[config.mk]
export PLATFORM = sky130hd
export DESIGN_NAME = mem_port_arbiter
export DESIGN_NICKNAME = d
export VERILOG_FILES = /design/src/rtl/mem_arb_pkg.sv /design/src/rtl/mem_arb_pick.sv /design/src/rtl/mem_port_arbiter.sv
export SDC_FILE = /design/constraint.sdc
export NUM_CORES = 1
export LEC_CHECK = 0
export ABC_AREA = 1
export ABC_CLOCK_PERIOD_IN_PS = 2400
export CORE_AREA = 2 2 107 109
export DETAILED_ROUTE_END_ITERATION = 12
export DIE_AREA = 0 0 109 111
export GPL_TIMING_DRIVEN = 1
export PLACE_DENSITY = 0.59
export SKIP_LAST_GASP = 1
export SYNTH_ARGS = -nofsm -noshare
export SYNTH_HDL_FRONTEND = slang
export SYNTH_HIERARCHICAL = 1
export SYNTH_SLANG_ARGS = --single-unit
[constraint.sdc]
create_clock -name clk -period 2.4 [get_ports clk]
set_input_delay 0.24 -clock clk [delete_from_list [all_inputs] [get_ports clk]]
set_output_delay 0.24 -clock clk [all_outputs]
set_load 0.01 [all_outputs]
[src/rtl/mem_arb_pkg.sv]
// Shared types for the single-port RAM arbiter: request owners, FSM states, byte-enable width.
// Latency: n/a (types and constant helpers only).
// Backpressure: n/a.
package mem_arb_pkg;

  // Who owns a grant or the read currently in flight.
  typedef enum logic [1:0] {
    OWN_NONE  = 2'd0,
    OWN_FETCH = 2'd1,
    OWN_DATA  = 2'd2
  } owner_e;

  // Owner of the response presented in the current cycle.
  typedef enum logic [1:0] {
    ST_IDLE      = 2'd0,
    ST_FETCH_RSP = 2'd1,
    ST_DATA_RSP  = 2'd2
  } state_e;

  // Byte-enable width for a data bus whose MSB index is data_msb.
  function automatic int be_width(input int data_msb);
    return (data_msb + 1) / 8;
  endfunction

endpackage

[src/rtl/mem_arb_pick.sv]
// Two-way request picker: chooses fetch or data for the single RAM port.
// Latency: purely combinational, zero cycles.
// Backpressure: a losing requester simply sees no grant and keeps its request held.
// MEM_ARB_RR_EN selects round-robin on conflict; otherwise data has fixed priority.
module mem_arb_pick
  import mem_arb_pkg::*;
(
  input  logic   req_f,
  input  logic   req_d,
`ifdef MEM_ARB_RR_EN
  input  owner_e last_grant,
`endif
  output owner_e grant
);

  // Single requester wins outright; on conflict apply the configured policy.
  always_comb begin
    grant = OWN_NONE;
    if (req_f && req_d) begin
`ifdef MEM_ARB_RR_EN
      grant = (last_grant == OWN_DATA) ? OWN_FETCH : OWN_DATA;
`else
      grant = OWN_DATA;
`endif
    end else if (req_f) begin
      grant = OWN_FETCH;
    end else if (req_d) begin
      grant = OWN_DATA;
    end
  end

endmodule

[src/rtl/mem_port_arbiter.sv]
// Shares one single-port RAM between fetch (read-only) and load/store (read/write), one access per cycle.
// Latency: grant combinational in the request cycle, read response one cycle later.
// Backpressure: clk_en=0 freezes everything; losing/flushed requesters hold until granted. MEM_ARB_RR_EN selects round-robin.
module mem_port_arbiter
  import mem_arb_pkg::*;
#(
  parameter int ADDR_WIDTH = 31,
  parameter int DATA_WIDTH = 31
) (
  input  logic                              clk,
  input  logic                              rst,
  input  logic                              clk_en,
  input  logic                              i_fetch_req,
  input  logic [ADDR_WIDTH:0]               i_fetch_addr,
  input  logic                              i_fetch_flush,
  output logic                              o_fetch_gnt,
  output logic                              o_fetch_valid,
  output logic [DATA_WIDTH:0]               o_fetch_data,
  input  logic                              i_data_req,
  input  logic                              i_data_we,
  input  logic [ADDR_WIDTH:0]               i_data_addr,
  input  logic [DATA_WIDTH:0]               i_data_wdata,
  input  logic [be_width(DATA_WIDTH)-1:0]   i_data_be,
  output logic                              o_data_gnt,
  output logic                              o_data_valid,
  output logic [DATA_WIDTH:0]               o_data_rdata,
  output logic                              o_ram_en,
  output logic                              o_ram_we,
  output logic [be_width(DATA_WIDTH)-1:0]   o_ram_be,
  output logic [ADDR_WIDTH:0]               o_ram_addr,
  output logic [DATA_WIDTH:0]               o_ram_wdata,
  input  logic [DATA_WIDTH:0]               i_ram_rdata
);

  // Reset also gates outputs so everything reads 0 while rst is held.
  logic   active;
  logic   fetch_elig;
  logic   data_elig;
  owner_e winner;
  state_e state_q;
  state_e state_d;

  assign active     = clk_en & ~rst;
  assign fetch_elig = active & i_fetch_req & ~i_fetch_flush;
  assign data_elig  = active & i_data_req;

`ifdef MEM_ARB_RR_EN
  owner_e last_q;

  // Remember the most recent winner; idle or stalled cycles leave it untouched.
  always_ff @(posedge clk or posedge rst) begin
    if (rst) begin
      last_q <= OWN_FETCH;
    end else if (winner != OWN_NONE) begin
      last_q <= winner;
    end
  end

  mem_arb_pick u_pick (
    .req_f      (fetch_elig),
    .req_d      (data_elig),
    .last_grant (last_q),
    .grant      (winner)
  );
`else
  mem_arb_pick u_pick (
    .req_f (fetch_elig),
    .req_d (data_elig),
    .grant (winner)
  );
`endif

  // Track which requester owns the RAM read data arriving next cycle.
  always_ff @(posedge clk or posedge rst) begin
    if (rst) begin
      state_q <= ST_IDLE;
    end else begin
      state_q <= state_d;
    end
  end

  // Issue the winner to the RAM, route the current response, and pick the next owner.
  always_comb begin
    state_d       = state_q;
    o_fetch_gnt   = 1'b0;
    o_data_gnt    = 1'b0;
    o_fetch_valid = 1'b0;
    o_fetch_data  = '0;
    o_data_valid  = 1'b0;
    o_data_rdata  = '0;
    o_ram_en      = 1'b0;
    o_ram_we      = 1'b0;
    o_ram_be      = '0;
    o_ram_addr    = '0;
    o_ram_wdata   = '0;

    case (winner)
      OWN_FETCH: begin
        o_fetch_gnt = 1'b1;
        o_ram_en    = 1'b1;
        o_ram_be    = '1;
        o_ram_addr  = i_fetch_addr;
      end
      OWN_DATA: begin
        o_data_gnt  = 1'b1;
        o_ram_en    = 1'b1;
        o_ram_we    = i_data_we;
        o_ram_be    = i_data_be;
        o_ram_addr  = i_data_addr;
        o_ram_wdata = i_data_wdata;
      end
      default: ;
    endcase

    // A stalled cycle holds the owner so the response is re-presented later.
    if (active) begin
      case (winner)
        OWN_FETCH: state_d = ST_FETCH_RSP;
        OWN_DATA:  state_d = i_data_we ? ST_IDLE : ST_DATA_RSP;
        default:   state_d = ST_IDLE;
      endcase
    end

    case (state_q)
      ST_FETCH_RSP: begin
        if (active && !i_fetch_flush) begin
          o_fetch_valid = 1'b1;
          o_fetch_data  = i_ram_rdata;
        end
      end
      ST_DATA_RSP: begin
        if (active) begin
          o_data_valid = 1'b1;
          o_data_rdata = i_ram_rdata;
        end
      end
      default: ;
    endcase
  end

endmodule

==> impl_metrics.json <==
{
  "status": "finished, final reports clean",
  "dp_hpwl_mm": 8.31,
  "cts_sinks": 2,
  "routed_wl_mm": 10.4,
  "synthArstFlopShare_pct": 100,
  "ys.flop_type": "dfrtp_1",
  "ioPinCount": 277,
  "synth_cells": 365,
  "row_count": 39,
  "cts-root-buf": "clkbuf_16",
  "synth.largest_area_cell": "nand2_1",
  "min_period_over_period_pct": 97.2,
  "rsz0062_at_grt": "yes",
  "antenna_found_initial": 1,
  "layout_min_cycle_time_ns": 2.33,
  "cts_tree": "done",
  "clockBufferDepth": 2,
  "arrival_ns": 2.09,
  "worstSetupStartpointType": "input port",
  "insertion_delay_ns": 0.22,
  "gr-usage-met3_pct": 4.47,
  "grt_util_met2_pct": 30.4,
  "max_cap_violations": 0,
  "cp-startpoint": "i_fetch_flush",
  "core_um2": 11100,
  "drive_gt1_share_pct": 14.0,
  "synth_cell_types": 16,
  "reg_top3": "state_q x2",
  "p_per_area_nw_per_um2": 154,
  "grt_max_degree": 39,
  "use_met1_pct": 16.2,
  "synth_fp_nets": 508,
  "setup_tns_ns": 0,
  "hold_viol": 0,
  "vias": 3258,
  "synth_top_area_share_pct": 23.3,
  "skew_ns": 0,
  "max_slew_margin_pct": 76.9,
  "setup_ws_ns": 0.0663,
  "syn_avg_cell_area_um2": 4.77,
  "hold_class": "input port to async pin",
  "track_usage_pct": 15.5,
  "dr.pass1.iters": 4,
  "critical_path_class": "input port to output pin",
  "fmax_ghz": 0.429,
  "p_leak_nw": 2.72,
  "clk_pin_slew_ns": 0.03,
  "cp_max_fo": 19,
  "yosysMostFrequentCell": "nand2_1",
  "place_inst": 772,
  "synth-edff-count": 0,
  "dieArea_um2": 12100,
  "place_area_um2": 4700,
  "die_w_um": 109,
  "gp_congestion": 0.840,
  "dp_slack_ns": -0.485,
  "largest_reg_flops": 2,
  "worst_setup_path_end_kind": "output pin",
  "top_register": "state_q",
  "cts_max_level": 1,
  "grt-ovfl-total": 0,
  "yosys-top-cells-area": "nand2_1 23%, inv_1 17%, nand4_1 12%, nor2_2 10%, a21oi_1 9.2%",
  "die_y_um": 111,
  "cts_buffers": 3,
  "final_max_slew_viol_count": 0,
  "total_power_w": 0.000747,
  "busiest_layer": "met2",
  "synth_seq_cells": 2,
  "initial_core_util_pct": 15.7,
  "instances_no_fill": 779,
  "first_iter_violations": 196,
  "drc": 0,
  "peakVddDrop_mv": 0.158,
  "grt_pass1_wl_mm": 15.2,
  "timing.rr.start": "state_q[0]$_DFFE_PP0P_",
  "ys_top_cells_by_count": "108 x nand2_1, 77 x inv_1, 41 x nor2_1, 32 x a21oi_1, 32 x nand4_1",
  "ant_nets": 0,
  "io_buffers": 276,
  "setup_viol": 0,
  "ys_seq_area_share_pct": 2.88,
  "via_per_inst": 4.18,
  "finish.instance_area_um2": 4850,
  "yosys_warnings": 6,
  "worstPathRequired_ns": 2.16,
  "diodes": 0,
  "nNetsFinal": 781,
  "wl_per_cell_um": 13.4,
  "netlist_area_um2": 1740,
  "grt_pass1_vias": 3100,
  "syn_to_final_growth_pct": 179,
  "worst_slew_pin_slew_ns": 0.346
}
## per-stage QoR
stage / utilization (%) / hold WS, ns
after detailed placement: 42.4 / 0.558
after global routing: 43.8 / 0.163
after global placement: 42.4 / 0.555
after CTS: 43.0 / 0.482
final: 43.8 / 0.119
after floorplan: - / 0.197
## final timing paths
kind,to,slack (ns),cells after the start
max,o_ram_wdata[12],0.07,12
min,state_q[0]$_DFFE_PP0P_,0.12,3
max reg2reg,state_q[0]$_DFFE_PP0P_,1.68,2
min reg2reg,state_q[1]$_DFFE_PP0P_,0.56,2
max in group asynchronous,state_q[1]$_DFFE_PP0P_,2.07,3
min in group clk,state_q[1]$_DFFE_PP0P_,0.47,5
## placed cells by master (no fill, tap or decap)
| cell | instances |
|---|---|
| dlymetal6s2s_1 | 32 |
| clkbuf_2 | 4 |
| o21ai_0 | 1 |
| nand3_1 | 5 |
| buf_4 | 15 |
| nor2_2 | 32 |
| inv_1 | 74 |
| clkdlybuf4s15_1 | 1 |
| buf_2 | 17 |
| nand2_1 | 108 |
| ha_4 | 2 |
| nand4_1 | 32 |
| nor2_1 | 38 |
| bufbuf_16 | 1 |
| a21oi_2 | 2 |
| a21oi_1 | 30 |
| dlygate4sd2_1 | 17 |
| inv_2 | 4 |
| dfrtp_1 | 2 |
| ha_1 | 2 |
| clkdlybuf4s50_1 | 205 |
| buf_12 | 5 |
| buf_6 | 2 |
| nand4_4 | 1 |
| clkbuf_16 | 4 |
## cell families after synthesis
group           synth area share, %
simple gates                   56.7
buf+inv                        28.0
compound gates                 9.49
fa+ha+maj                      2.88
flops                          2.88
## worst max-delay path: stages
cell,delay [ns]
clkdlybuf4s50_1,0.47
inv_2,0.05
nand2_1,0.08
nor2_1,0.04
inv_1,0.06
nor2_2,0.05
inv_2,0.08
ha_4,0.16
buf_12,0.15
nand2_1,0.07
inv_1,0.07
clkdlybuf4s50_1,0.55
## per-layer routing
| layer | part of all wire [%] | up-vias |
|---|---|---|
| li1 | - | 1641 |
| met1 | 36 | 1439 |
| met2 | 53 | 166 |
| met3 | 10 | 10 |
| met4 | 1.0 | 2 |
| met5 | 0.12 | - |
## layout make-up
cell class / count / area, um2
multi-input cells: 253 / 1240
fillers: 1210 / 6230
flip-flops and latches: 2 / 50.0
clock buffers: 3 / 75.1
inverters: 78 / 293
repair buffers: 300 / 3010
well taps: 143 / 179
## where the power goes
part	switching, W	leakage (nW)	total (W)	internal, W
clock	0.0000342	0.0370	0.000246	0.000212
sequential	0.000000590	0.0277	0.0000355	0.0000349
combinational	0.000177	2.65	0.000466	0.000288
## repair_timing
item,CTS,global route
buffers inserted,2,0
gates cloned,1,1
resized for setup,93,51
pin swaps,1,0
hold buffers,0,0
setup endpoints to repair,83,103
Power figures use the tool's default switching activity.
